`config.mk`:
```
export PLATFORM = sky130hd
export DESIGN_NAME = spi_rom_arbiter
export DESIGN_NICKNAME = d
export VERILOG_FILES = /design/src/rtl/spi_rom_arbiter.sv
export SDC_FILE = /design/constraint.sdc
export NUM_CORES = 1
export LEC_CHECK = 0
export BUFFER_PORTS_ARGS = -buffer_cell sky130_fd_sc_hd__buf_2
export CAP_MARGIN = 5
export CORE_MARGIN = 4
export CORE_UTILIZATION = 35
export CTS_CLUSTER_SIZE = 28
export DETAILED_ROUTE_END_ITERATION = 12
export PLACE_DENSITY = 0.62
export REMOVE_ABC_BUFFERS = 1
export SLEW_MARGIN = 20
export SYNTH_ARGS = -nofsm -noshare
export SYNTH_HDL_FRONTEND = slang
export SYNTH_SLANG_ARGS = --single-unit
```
`constraint.sdc`:
```
create_clock -name clk -period 2.9 [get_ports clk]
set_clock_uncertainty 0.1 [all_clocks]
set_input_delay 0.29 -clock clk [delete_from_list [all_inputs] [get_ports clk]]
set_output_delay 0.29 -clock clk [all_outputs]
set_load 0.02 [all_outputs]
```
`src/rtl/spi_rom_arbiter.sv`:
```
// Two-requester round-robin arbiter in front of a mode-0 SPI EEPROM.
// Each grant issues one READ (0x03) command and streams bytes through a valid/ready handshake.
module spi_rom_arbiter #(
    parameter int SCK_DIV = 1,
    parameter int ADDR_W  = 8
) (
    input  logic                  clk,
    input  logic                  rst_n,
    input  logic [1:0]            req_valid,
    input  logic [2*ADDR_W-1:0]   req_addr,
    input  logic [15:0]           req_len,
    output logic [1:0]            grant,
    output logic [7:0]            rd_data,
    output logic [1:0]            rd_valid,
    input  logic [1:0]            rd_ready,
    output logic [1:0]            done,
    output logic                  busy,
    output logic                  spi_sck,
    output logic                  spi_cs_n,
    output logic                  spi_copi,
    input  logic                  spi_cipo
);

    typedef enum logic [2:0] {
        ST_IDLE,
        ST_CS_SETUP,
        ST_CMD,
        ST_ADDR,
        ST_DATA,
        ST_HOLD,
        ST_CS_HIGH
    } state_t;

    localparam int         SHIFT_W    = 8 + ADDR_W;
    localparam logic [8:0] HALF_LAST  = 9'(SCK_DIV - 1);
    localparam logic [8:0] DESEL_LAST = 9'(2 * SCK_DIV - 1);
    localparam logic [4:0] ADDR_LAST  = 5'(ADDR_W - 1);

    logic [ADDR_W-1:0] addr_arr [2];
    logic [7:0]        len_arr  [2];

    generate
        for (genvar gi = 0; gi < 2; gi++) begin : g_req
            assign addr_arr[gi] = req_addr[gi*ADDR_W +: ADDR_W];
            assign len_arr[gi]  = req_len[gi*8 +: 8];
        end
    endgenerate

    state_t             state_reg,  state_next;
    logic [8:0]         div_reg,    div_next;
    logic               sck_reg,    sck_next;
    logic               cs_n_reg,   cs_n_next;
    logic               copi_reg,   copi_next;
    logic [4:0]         bit_reg,    bit_next;
    logic [SHIFT_W-1:0] shift_reg,  shift_next;
    logic [7:0]         rx_reg,     rx_next;
    logic [7:0]         data_reg,   data_next;
    logic [1:0]         valid_reg,  valid_next;
    logic [1:0]         done_reg,   done_next;
    logic [1:0]         grant_reg,  grant_next;
    logic               owner_reg,  owner_next;
    logic               last_reg,   last_next;
    logic [8:0]         remain_reg, remain_next;
    logic               abort_reg,  abort_next;

    logic owner_valid;
    logic half_end;
    logic pick;
    logic abort_now;

    always_ff @(posedge clk or negedge rst_n) begin
        if (!rst_n) begin
            state_reg  <= ST_IDLE;
            div_reg    <= '0;
            sck_reg    <= 1'b0;
            cs_n_reg   <= 1'b1;
            copi_reg   <= 1'b0;
            bit_reg    <= '0;
            shift_reg  <= '0;
            rx_reg     <= '0;
            data_reg   <= '0;
            valid_reg  <= '0;
            done_reg   <= '0;
            grant_reg  <= '0;
            owner_reg  <= 1'b0;
            last_reg   <= 1'b1;
            remain_reg <= '0;
            abort_reg  <= 1'b0;
        end else begin
            state_reg  <= state_next;
            div_reg    <= div_next;
            sck_reg    <= sck_next;
            cs_n_reg   <= cs_n_next;
            copi_reg   <= copi_next;
            bit_reg    <= bit_next;
            shift_reg  <= shift_next;
            rx_reg     <= rx_next;
            data_reg   <= data_next;
            valid_reg  <= valid_next;
            done_reg   <= done_next;
            grant_reg  <= grant_next;
            owner_reg  <= owner_next;
            last_reg   <= last_next;
            remain_reg <= remain_next;
            abort_reg  <= abort_next;
        end
    end

    always_comb begin
        state_next  = state_reg;
        div_next    = div_reg;
        sck_next    = sck_reg;
        cs_n_next   = cs_n_reg;
        copi_next   = copi_reg;
        bit_next    = bit_reg;
        shift_next  = shift_reg;
        rx_next     = rx_reg;
        data_next   = data_reg;
        valid_next  = valid_reg;
        done_next   = 2'b00;
        grant_next  = grant_reg;
        owner_next  = owner_reg;
        last_next   = last_reg;
        remain_next = remain_reg;
        abort_next  = abort_reg;

        owner_valid = req_valid[owner_reg];
        half_end    = (div_reg == HALF_LAST);
        pick        = (req_valid == 2'b11) ? ~last_reg : req_valid[1];
        abort_now   = 1'b0;

        case (state_reg)
            ST_IDLE: begin
                sck_next  = 1'b0;
                cs_n_next = 1'b1;
                copi_next = 1'b0;
                div_next  = '0;
                if (req_valid != 2'b00) begin
                    owner_next  = pick;
                    grant_next  = pick ? 2'b10 : 2'b01;
                    shift_next  = {8'h03, addr_arr[pick]};
                    remain_next = (len_arr[pick] == 8'd0) ? 9'd256 : {1'b0, len_arr[pick]};
                    abort_next  = 1'b0;
                    cs_n_next   = 1'b0;
                    state_next  = ST_CS_SETUP;
                end
            end

            ST_CS_SETUP: begin
                if (half_end) begin
                    div_next   = '0;
                    bit_next   = 5'd7;
                    copi_next  = shift_reg[SHIFT_W-1];
                    shift_next = {shift_reg[SHIFT_W-2:0], 1'b0};
                    state_next = ST_CMD;
                end else begin
                    div_next = div_reg + 9'd1;
                end
            end

            // Each bit is a low half then a high half; an abort is honoured only at period end.
            ST_CMD, ST_ADDR, ST_DATA: begin
                abort_now  = abort_reg | ~owner_valid;
                abort_next = abort_now;
                if (!half_end) begin
                    div_next = div_reg + 9'd1;
                end else begin
                    div_next = '0;
                    if (!sck_reg) begin
                        sck_next = 1'b1;
                        if (state_reg == ST_DATA)
                            rx_next = {rx_reg[6:0], spi_cipo};
                    end else begin
                        sck_next = 1'b0;
                        if (abort_now) begin
                            cs_n_next  = 1'b1;
                            copi_next  = 1'b0;
                            state_next = ST_CS_HIGH;
                        end else if (bit_reg != 5'd0) begin
                            bit_next = bit_reg - 5'd1;
                            if (state_reg != ST_DATA) begin
                                copi_next  = shift_reg[SHIFT_W-1];
                                shift_next = {shift_reg[SHIFT_W-2:0], 1'b0};
                            end
                        end else if (state_reg == ST_CMD) begin
                            bit_next   = ADDR_LAST;
                            copi_next  = shift_reg[SHIFT_W-1];
                            shift_next = {shift_reg[SHIFT_W-2:0], 1'b0};
                            state_next = ST_ADDR;
                        end else if (state_reg == ST_ADDR) begin
                            bit_next   = 5'd7;
                            copi_next  = 1'b0;
                            state_next = ST_DATA;
                        end else begin
                            data_next  = rx_reg;
                            valid_next = grant_reg;
                            state_next = ST_HOLD;
                        end
                    end
                end
            end

            ST_HOLD: begin
                if (!owner_valid) begin
                    valid_next = 2'b00;
                    cs_n_next  = 1'b1;
                    div_next   = '0;
                    state_next = ST_CS_HIGH;
                end else if ((valid_reg & rd_ready) != 2'b00) begin
                    valid_next  = 2'b00;
                    remain_next = remain_reg - 9'd1;
                    div_next    = '0;
                    if (remain_reg == 9'd1) begin
                        done_next  = grant_reg;
                        cs_n_next  = 1'b1;
                        state_next = ST_CS_HIGH;
                    end else begin
                        bit_next   = 5'd7;
                        state_next = ST_DATA;
                    end
                end
            end

            ST_CS_HIGH: begin
                sck_next  = 1'b0;
                cs_n_next = 1'b1;
                copi_next = 1'b0;
                if (div_reg == DESEL_LAST) begin
                    div_next   = '0;
                    grant_next = 2'b00;
                    last_next  = owner_reg;
                    state_next = ST_IDLE;
                end else begin
                    div_next = div_reg + 9'd1;
                end
            end

            default: state_next = ST_IDLE;
        endcase
    end

    assign grant    = grant_reg;
    assign rd_data  = data_reg;
    assign rd_valid = valid_reg;
    assign done     = done_reg;
    assign busy     = (state_reg != ST_IDLE);
    assign spi_sck  = sck_reg;
    assign spi_cs_n = cs_n_reg;
    assign spi_copi = copi_reg;

endmodule

```
After elaboration in Yosys (flattened, before gate mapping)
Index checks and enable logic that the tools add are counted.
- add/subtract/negate cells: 3
- magnitude comparators: 2
- equal/unequal tests: 31
- mux-type cells: 91
- bitwise logic cells: 10
- reduce and logical (&&, ||, !) cells: 35
- operators with widths (operator ; number):
    16-bit two-way mux ; 8
    9-bit two-way mux ; 8
    5-bit two-way mux ; 10
    8-bit two-way mux ; 6
    16-bit case mux with 3 select lines ; 1
    9-bit case mux with 4 select lines ; 1
    2-bit two-way mux ; 16
    3-bit two-way mux ; 10
    2-bit inequality test (second input constant) ; 13
    1-bit two-way mux ; 22
    9-bit by 1-bit == test with 1-bit output (second input constant) ; 2
    3-bit inequality test (second input constant) ; 6
    9-bit case mux with 2 select lines ; 1
    8-bit AND reduction ; 2
    3-bit case mux with 5 select lines ; 1
    5-bit case mux with 3 select lines ; 1
    7-bit AND reduction ; 2
    2-bit nonzero test ; 7
    6-bit AND reduction ; 2
    3-bit nonzero test ; 4
    2-bit AND reduction ; 5
    9-bit by 1-bit adder with 9-bit output (second input constant) ; 1
    3-bit == test (second input constant) ; 3
    9-bit zero test ; 1
    27 further kinds ; 39
- register bits: 70
- input bits: 39
- output and inout port bits: 18
- word-level logic and storage cells: 188

Logic depth before layout (Yosys ltp)
Gate-level depths: netlist of the first run.
- depth in word-level cells: 10
- mapped depth: 9
- mapped depth without buffers: 8

Least setup slack after synthesis of the first run
No wires, ideal clock.
- path kind: reg2reg
- start: register bit_reg[0]
- end: register data_reg[2] (netlist: rd_data[2])
- setup time: 0.125 ns
- arrival: 1.822 ns
- required time: 2.675 ns
- slack: 0.853 ns
- cell stages (with the launch flop): 8
- buffers on the path: 1
- period minus slack after synthesis: 2.047 ns
- path through: dfrtp_1 -> inv_1 -> ha_1 -> or4b_4 -> nor2_2 -> nand4_4 -> buf_6 -> mux2_4
- word-level cells in the longest chain between the ends: 3
- ends and longest elaborated chain (element ; line ; source):
    from (decl) ; 54 ; logic [4:0] bit_reg, bit_next;
    from (signal assigned) ; 95 ; bit_reg <= bit_next;
    5-bit nonzero test ; 179 ; end else if (bit_reg != 5'd0) begin
    1-bit NOT (no line) ; - ;
    7-bit AND reduction (no line) ; - ;
    to (signal assigned) ; 98 ; data_reg <= data_next;
    to (decl) ; 57 ; logic [7:0] data_reg, data_next;
No other way between the ends.
A chain may end at the register's enable or synchronous reset.

Final worst setup path of the first run
- start: register state_reg[2]
- end: register state_reg[2]
- word-level cells in the longest chain between the ends: 7
- elaborated cells on any way between the ends: 22
- those cells by class: 13 x eq/ne; 6 x mux; 3 x reduce/logical
- ends and longest elaborated chain (element ; line ; source):
    from (decl) ; 49 ; state_t state_reg, state_next;
    from (signal assigned) ; 90 ; state_reg <= state_next;
    3-bit by 2-bit == test with 1-bit output ; 132, 185 ;
    3-bit two-way mux ; 185 ; end else if (state_reg == ST_CMD) begin
    3-bit two-way mux ; 179 ;
    3-bit two-way mux ; 175 ; if (abort_now) begin
    3-bit two-way mux ; 169 ; if (!sck_reg) begin
    3-bit two-way mux ; 165 ; if (!half_end) begin
    3-bit case mux with 5 select lines ; 132 ; case (state_reg)
Several ways; a longest one is shown, not always the timed one. The select of a mux whose other input is x is not followed.

==> flow_metrics.env, run 1 <==
export IMPL_initial_core_utilization_pct=36.0
export IMPL_antennaDiodeCount=0
export IMPL_met1Wirelength_um=4010
export IMPL_number_of_buffers_created_by_cts=9
export IMPL_antenna_violations_before_repair=0
export IMPL_post_route_period_util_pct=80.8
export IMPL_clock_path_buffers=2
export IMPL_dominantRegCellSynth="sky130_fd_sc_hd__dfrtp_1"
export IMPL_syn_inst=436
export IMPL_dp_final_hpwl_um=6280
export IMPL_nNetsFinal=535
export IMPL_fin_cells=635
export IMPL_yosys_area_share_simple_pct=23.2
export IMPL_wl_met2_um=3990
export IMPL_final_layout_size_suffix_gt1_share_pct=23.8
export IMPL_design_die_area_mm2=0.0130
export IMPL_xor_xnor_fraction_of_synth_area_pct=0.223
export IMPL_cts_root_buffer_type="sky130_fd_sc_hd__clkbuf_16"
export IMPL_die_y_um=114
export IMPL_yosysWarningCount=0
export IMPL_core_region_area_mm2=0.0109
export IMPL_ctsHoldBuffers=1
export IMPL_report_final_setup_viol=0
export IMPL_r2r_setup_slack_ns=0.56
export IMPL_wl_um=8690
export IMPL_first_iter_violations=135
export IMPL_async_s_r_ff_share_synth_pct=100
export IMPL_rr_startpoint="state_reg[2]"
export IMPL_tritoncts_num_sinks=70
export IMPL_max_cap_viol_count=0
export IMPL_drt_pre_antenna_iters=5
export IMPL_largest_reg_flops=16
export IMPL_topRoutingLayerUsed="met4"
export IMPL_layout_cells_most_common="sky130_fd_sc_hd__dfrtp_1"
export IMPL_drt_drc_violations_left=0
export IMPL_reg2regPathDepth=6
export IMPL_postSynthAreaPerCell_um2=9.03
export IMPL_critPathArrivalTime_ns=2.45
export IMPL_crit_path_start_kind="flip-flop"
export IMPL_timing_max_slew_rel_slack_pct=56.0
export IMPL_outcome="completed"
export IMPL_post_cts_resized=0
export IMPL_tritoncts="done"
export IMPL_post_synth_mux_area_share_pct=6.90
export IMPL_cts_max_level=3
export IMPL_clk_insertion_delay_late_ns=0.33
export IMPL_combinational_family_with_the_most_area_after_synthesis="simple AND/OR/NAND/NOR gates"
export IMPL_global_route_usage_total_pct=13.8
export IMPL_routed_wire_length_per_instance_um=13.7
export IMPL_report_final_slew_viol_count=0
export IMPL_critical_path_endpoint_category="flip-flop"
export IMPL_crit_fanout=21
export IMPL_ios=57
export IMPL_floorplan_die_width_um=114
export IMPL_totalNegativeSetupSlack_ns=0
export IMPL_actual_slew_at_the_worst_max_slew_pin_ns=0.654
export IMPL_dp_cells=618
export IMPL_number_of_synthesized_register_bits=70
export IMPL_yosysUniqueCellTypes=64
export IMPL_number_of_enable_type_register_cells_in_the_synthesized_netlist=0
export IMPL_gp_congestion=0.883
export IMPL_power_density_mw_per_mm2=1010
export IMPL_cellLeakagePower_nw=2.15
export IMPL_numPortBuffers=56
export IMPL_required_ns=3.00
export IMPL_worstSetupPathType="reg2reg"
export IMPL_grt_max_degree=44
export IMPL_synth_adder_area_share_pct=1.91
export IMPL_layout_area_overhead_vs_synth_pct=18.9
export IMPL_vias=3322
export IMPL_hold_path_end="rx_reg[0]"
export IMPL_synth_seq_area_share_pct=44.6
export IMPL_vias_per_cell=5.23
export IMPL_clk_pin_slew_worst_paths_ns=0.05
export IMPL_row_count=38
export IMPL_syn_area_mm2=0.00394
export IMPL_post_cts_setup_buffers=0
export IMPL_placement_cell_area_mm2=0.00434
export IMPL_final_period_minus_worst_setup_slack_ns=2.34
export IMPL_hold_start="spi_cipo"
export IMPL_worstHoldPathCells=2
export IMPL_rsz0062_at_grt="false"
export IMPL_peakVddDrop_v=0.000466
export IMPL_hold_violations=0
export IMPL_timing_fmax_ghz=0.427
export IMPL_grt_pass1_vias=3161
export IMPL_hold_path_class="in2reg"
export IMPL_fin_worst_hold_slack_ns=0.105
export IMPL_layout_common_cells="sky130_fd_sc_hd__dfrtp_1 (68), sky130_fd_sc_hd__nand2_1 (65), sky130_fd_sc_hd__buf_2 (56)"
export IMPL_grt_first_pass_wirelength_um=14900
export IMPL_rr_endpoint="state_reg[2]"
export IMPL_routed_wl_met3_um=517
export IMPL_final_cell_area_mm2=0.00468
export IMPL_ant_nets=0
export IMPL_grt_overflow=0
export IMPL_compound_cell_area_share_of_the_yosys_netlist_pct=18.9
[cell usage after synthesis, types with 2 or more instances]
cell type | n | area (µm²)
sky130_fd_sc_hd__a211oi_1 | 2 | 15.0
sky130_fd_sc_hd__a21oi_1 | 40 | 200
sky130_fd_sc_hd__a21oi_2 | 2 | 17.5
sky130_fd_sc_hd__a31oi_1 | 6 | 37.5
sky130_fd_sc_hd__and2_1 | 2 | 12.5
sky130_fd_sc_hd__and3_1 | 7 | 43.8
sky130_fd_sc_hd__buf_2 | 7 | 35.0
sky130_fd_sc_hd__buf_4 | 2 | 15.0
sky130_fd_sc_hd__buf_6 | 2 | 22.5
sky130_fd_sc_hd__clkbuf_1 | 8 | 30.0
sky130_fd_sc_hd__dfrtp_1 | 68 | 1700
sky130_fd_sc_hd__dfstp_2 | 2 | 52.6
sky130_fd_sc_hd__ha_1 | 6 | 75.1
sky130_fd_sc_hd__inv_1 | 15 | 56.3
sky130_fd_sc_hd__mux2_2 | 13 | 146
sky130_fd_sc_hd__mux2_4 | 6 | 90.1
sky130_fd_sc_hd__nand2_1 | 65 | 244
sky130_fd_sc_hd__nand2_2 | 2 | 12.5
sky130_fd_sc_hd__nand2b_1 | 8 | 50.1
sky130_fd_sc_hd__nand3_1 | 8 | 40.0
sky130_fd_sc_hd__nand3b_1 | 2 | 15.0
sky130_fd_sc_hd__nand4_1 | 2 | 12.5
sky130_fd_sc_hd__nand4_4 | 2 | 42.5
sky130_fd_sc_hd__nor2_1 | 39 | 146
sky130_fd_sc_hd__nor2_2 | 2 | 12.5
sky130_fd_sc_hd__nor2b_1 | 4 | 25.0
sky130_fd_sc_hd__nor3_1 | 15 | 75.1
sky130_fd_sc_hd__nor4_1 | 6 | 37.5
sky130_fd_sc_hd__o211ai_1 | 4 | 30.0
sky130_fd_sc_hd__o21a_1 | 3 | 22.5
sky130_fd_sc_hd__o21ai_0 | 32 | 160
sky130_fd_sc_hd__o21ai_1 | 14 | 70.1
sky130_fd_sc_hd__o22a_1 | 2 | 17.5
sky130_fd_sc_hd__o22ai_1 | 4 | 25.0
sky130_fd_sc_hd__o31ai_1 | 4 | 30.0
sky130_fd_sc_hd__o41ai_1 | 2 | 17.5
[where the power goes]
part | internal, W | total [W] | switching [W]
Sequential | 0.00128 | 0.00160 | 0.000320
Clock | 0.000778 | 0.00119 | 0.000410
Combinational | 0.000761 | 0.00195 | 0.00118
[per-stage QoR]
stage / setup WS [ns] / utilization [%] / power, W
CTS: 0.596 / 42.8 / 0.00476
detailed placement: 0.597 / 39.7 / 0.00356
global route: 0.365 / 42.8 / 0.00511
global placement: 0.685 / 39.7 / 0.00350
floorplan: 0.659 / - / 0.00301
finish: 0.557 / 42.8 / 0.00474
[how the worst max path moves through the flow]
| stage | start | endpoint | slack, ns | depth (start not counted) |
|---|---|---|---|---|
| detailed placement | state_reg[2] | state_reg[2] | 0.60 | 6 |
| global route | state_reg[0] | div_reg[2] | 0.36 | 6 |
| floorplan | state_reg[1] | remain_reg[0] | 0.66 | 6 |
| global placement | state_reg[2] | state_reg[2] | 0.68 | 6 |
| finish | state_reg[2] | state_reg[2] | 0.56 | 6 |
| CTS | state_reg[2] | state_reg[2] | 0.60 | 6 |
[cell families (layout without fill, tap and decap cells)]
group           Yosys count  after routing
compound gates          126            126
xor+xnor                  1              1
fa+ha+maj                 6              6
buf+inv                  36             95
flops                    70             70
mux                      22             22
simple gates            175            175
[layer usage]
layer	up-vias	GRT usage (%)
met1	1555	18.7
met4	0	5.07
li1	1658	-
met3	16	2.86
met2	93	21.9
met5	-	0
[area by class of cell]
class / instances / area [µm²]
clock inverter: 5 / 82.6
sequential: 70 / 1750
timing repair buffer: 64 / 355
tap: 140 / 175
multi-input combinational: 330 / 2010
fill: 1076 / 6260
inverter: 15 / 56.3
clock buffer: 11 / 243
[critical path: stages (launching register included)]
cell and delay, ns:
sky130_fd_sc_hd__dfrtp_1 0.74, sky130_fd_sc_hd__nand2b_1 0.39, sky130_fd_sc_hd__a21oi_2 0.12, sky130_fd_sc_hd__o21ai_4 0.22, sky130_fd_sc_hd__nand4_2 0.17, sky130_fd_sc_hd__nor2_1 0.15, sky130_fd_sc_hd__mux2_1 0.33
Note: power is estimated with default switching activity, not from simulation.
==> run 2: changes to the inputs <==
ABC_AREA = 1   (was not set)
PLACE_DENSITY = 0.64   (was 0.62)
clock period = 1.9 ns   (was 2.9 ns; I/O delays follow)
==> run 2 against run 1 <==
Effect of this change: die area rose by 4.5%; first-iteration DRC count rose by 6.7%; power rose by 92%; global-route usage up 2.0 points; cell count up 32%; synthesized cell count is 34% higher; flip-flop and latch count unchanged; hold slack lost 0.085 ns; register-to-register slack got worse by 0.46 ns; critical path type unchanged; largest cell class unchanged.
==> flow_metrics.env, run 2 <==
export IMPL_outcome="completed"
export IMPL_hold_path_class="in2reg"
export IMPL_clk_pin_slew_worst_paths_ns=0.06
export IMPL_pwr_share_seq_pct=26.2
export IMPL_drt_pre_antenna_iters=4
export IMPL_post_route_period_util_pct=95.0
export IMPL_grt_overflow=0
export IMPL_totalNegativeSetupSlack_ns=0
export IMPL_report_final_slew_viol_count=0
export IMPL_drt_drc_violations_left=0
export IMPL_crit_fanout=12
export IMPL_timing_fmax_ghz=0.554
export IMPL_antenna_violations_before_repair=0
export IMPL_routed_wire_length_per_instance_um=12.4
export IMPL_wl_um=10400
export IMPL_net_switching_power_w=0.00396
export IMPL_number_of_synthesized_register_bits=70
export IMPL_max_cap_viol_count=0
export IMPL_crit_family="simple AND/OR/NAND/NOR gates"
export IMPL_grt_max_degree=29
export IMPL_synth_top_area_cell="sky130_fd_sc_hd__dfrtp_1"
export IMPL_row_count=39
export IMPL_critical_path_endpoint_category="flip-flop"
export IMPL_fin_util_pct=46.8
export IMPL_xor_xnor_fraction_of_synth_area_pct=0.425
export IMPL_postSynthAreaPerCell_um2=7.04
export IMPL_number_of_enable_type_register_cells_in_the_synthesized_netlist=0
export IMPL_seq_area_mm2=0.00176
export IMPL_timing_max_slew_rel_slack_pct=64.2
export IMPL_p_clk_share_pct=20.0
export IMPL_power_switching_share_pct=43.5
export IMPL_detailedPlace_worstSlack_ns=0.0362
export IMPL_ios=57
export IMPL_postLayoutSetupSlackWorst_ns=0.0953
export IMPL_timing_critical_path_slowest_stage_cell="sky130_fd_sc_hd__dfrtp_1"
export IMPL_post_synth_mux_area_share_pct=0
export IMPL_syn_inst=586
export IMPL_yosys_area_share_simple_pct=37.6
export IMPL_worstSetupPathType="reg2reg"
export IMPL_first_iter_violations=144
export IMPL_syn_area_mm2=0.00413
export IMPL_synth_adder_area_share_pct=1.82
export IMPL_power_combinational_fraction_pct=53.8
export IMPL_yosysUniqueCellTypes=31
export IMPL_global_route_usage_total_pct=15.8
export IMPL_actual_slew_at_the_worst_max_slew_pin_ns=0.537
export IMPL_critPathArrivalTime_ns=1.98
export IMPL_largest_reg_flops=16
export IMPL_compound_cell_area_share_of_the_yosys_netlist_pct=9.86
export IMPL_floorplan_die_width_um=117
export IMPL_crit_path_start_kind="flip-flop"
export IMPL_layout_common_cells="sky130_fd_sc_hd__nand2_1 (221), sky130_fd_sc_hd__dfrtp_1 (66), sky130_fd_sc_hd__buf_2 (56)"
export IMPL_die_y_um=117
export IMPL_async_s_r_ff_share_synth_pct=100
export IMPL_final_period_minus_worst_setup_slack_ns=1.80
export IMPL_final_layout_size_suffix_gt1_share_pct=23.9
export IMPL_synth_most_common_cell="sky130_fd_sc_hd__nand2_1"
export IMPL_nNetsFinal=736
export IMPL_layout_cells_most_common="sky130_fd_sc_hd__nand2_1"
export IMPL_design_die_area_mm2=0.0136
export IMPL_power_internal_w=0.00513
export IMPL_clk_insertion_delay_late_ns=0.34
export IMPL_top_area_cell_type_share_of_the_netlist_area_pct=41.2
export IMPL_synth_seq_area_share_pct=42.5
export IMPL_crit_path_cell_trace="inv_2 > ha_2 > nand2_1 > nor2_2 > nand2_2 > nand2_2 > nand2_1 > nor2_4 > buf_12 > buf_12 > nand3_1 > nand2_1"
export IMPL_cts_root_buffer_type="sky130_fd_sc_hd__clkbuf_16"
export IMPL_number_of_buffers_created_by_cts=9
export IMPL_cts_max_level=3
export IMPL_gp_congestion=0.915
export IMPL_hold_violations=0
export IMPL_fillCellCount=1117
export IMPL_ant_nets=0
export IMPL_netlist_top_cells_count="sky130_fd_sc_hd__nand2_1 (226), sky130_fd_sc_hd__dfrtp_1 (68), sky130_fd_sc_hd__inv_1 (57)"
export IMPL_vias_per_cell=4.80
export IMPL_core_region_area_mm2=0.0115
export IMPL_grt_pass1_vias=3785
export IMPL_tritoncts="done"
export IMPL_cellLeakagePower_nw=2.87
export IMPL_cpMostUsedCell="sky130_fd_sc_hd__nand2_1"
export IMPL_dominantRegCellSynth="sky130_fd_sc_hd__dfrtp_1"
export IMPL_numPortBuffers=56
export IMPL_layout_area_overhead_vs_synth_pct=30.1
export IMPL_required_ns=2.08
export IMPL_grt_first_pass_wirelength_um=17200
export IMPL_vias=4025
export IMPL_tritoncts_num_sinks=70
export IMPL_yosysWarningCount=0
export IMPL_placement_cell_area_mm2=0.00490
export IMPL_final_cell_area_mm2=0.00537
export IMPL_synth_area_top_cells="sky130_fd_sc_hd__dfrtp_1 (41%), sky130_fd_sc_hd__nand2_1 (21%), sky130_fd_sc_hd__o21ai_0 (6.1%)"
export IMPL_initial_core_utilization_pct=36.0
export IMPL_power_density_mw_per_mm2=1690
export IMPL_fin_worst_hold_slack_ns=0.0208
export IMPL_critical_path_buf_inv_count=3
export IMPL_dp_final_hpwl_um=7880
export IMPL_multiInputGateArea_mm2=0.00212
export IMPL_report_final_setup_viol=0
export IMPL_clock_path_buffers=2
export IMPL_critical_path_max_stage_delay_ns=0.39
export IMPL_combinational_family_with_the_most_area_after_synthesis="simple AND/OR/NAND/NOR gates"
export IMPL_peakVddDrop_v=0.000684
export IMPL_antennaDiodeCount=0
run 2: final timing paths:
kind                         startpoint      endpoint  slack, ns  depth (start not counted)
setup / recovery             div_reg[0]  shift_reg[4]        0.1                         12
hold / removal                 spi_cipo     rx_reg[0]       0.02                          3
setup reg to reg             div_reg[0]  shift_reg[4]        0.1                         12
hold reg to reg            shift_reg[7]  shift_reg[7]       0.36                          2
max in group asynchronous         rst_n      spi_cs_n       0.83                          3
min in group asynchronous         rst_n  state_reg[1]       0.27                          2
run 2: worst reg2reg max path: stages, from the launching register on:
cell and delay [ns]:
sky130_fd_sc_hd__dfrtp_1 0.39, sky130_fd_sc_hd__inv_2 0.07, sky130_fd_sc_hd__ha_2 0.17, sky130_fd_sc_hd__nand2_1 0.06
sky130_fd_sc_hd__nor2_2 0.11, sky130_fd_sc_hd__nand2_2 0.09, sky130_fd_sc_hd__nand2_2 0.11, sky130_fd_sc_hd__nand2_1 0.09
sky130_fd_sc_hd__nor2_4 0.14, sky130_fd_sc_hd__buf_12 0.14, sky130_fd_sc_hd__buf_12 0.13, sky130_fd_sc_hd__nand3_1 0.08
sky130_fd_sc_hd__nand2_1 0.07
run 2: layout make-up:
class,count,area share (%)
clock buffers,9,4.20
clock inverters,7,1.84
inverters,61,4.34
multi-input cells,441,39.5
flip-flops and latches,70,32.7
well taps,143,3.33
repair buffers,108,14.1
run 2: through the flow:
step / total power [W] / std cells
5_1_grt: 0.00987 / 839
3_5_place_dp: 0.00690 / 817
4_1_cts: 0.00876 / 834
3_3_place_gp: 0.00680 / 817
6_report: 0.00909 / 839
2_1_floorplan: 0.00518 / 571
run 2: cells by family (layout without fill, tap and decap cells):
kind of cell / Yosys count / in the layout
adders and majority gates: 6 / 6
DFF: 70 / 70
AOI/OAI and AO/OA: 76 / 76
buffers and inverters: 76 / 185
xor gates and xnor gates: 2 / 2
and+or+nand+nor: 356 / 357
run 2: per-layer routing:
metal	GRT usage, %	routed length [µm]	part of all wire (%)
met3	3.32	433	4.1
met1	20.3	4760	46
met5	0	0	0
met4	5.12	139	1.3
met2	26.8	5100	49
run 2: what timing repair did:
item                       CTS  global route
gates resized for setup      0            24
hold endpoints to repair    17             0
setup endpoints to repair    0            42
hold buffers                 1             0
setup buffers                0             4
run 2: power by group through the flow:
stage	clock network (W)	registers [W]	logic [W]
6_report	0.00181	0.00238	0.00489
5_1_grt	0.00193	0.00244	0.00550
4_1_cts	0.00186	0.00237	0.00454
3_5_place_dp	0	0.00238	0.00452
3_3_place_gp	0	0.00238	0.00442
2_1_floorplan	0	0.00240	0.00278
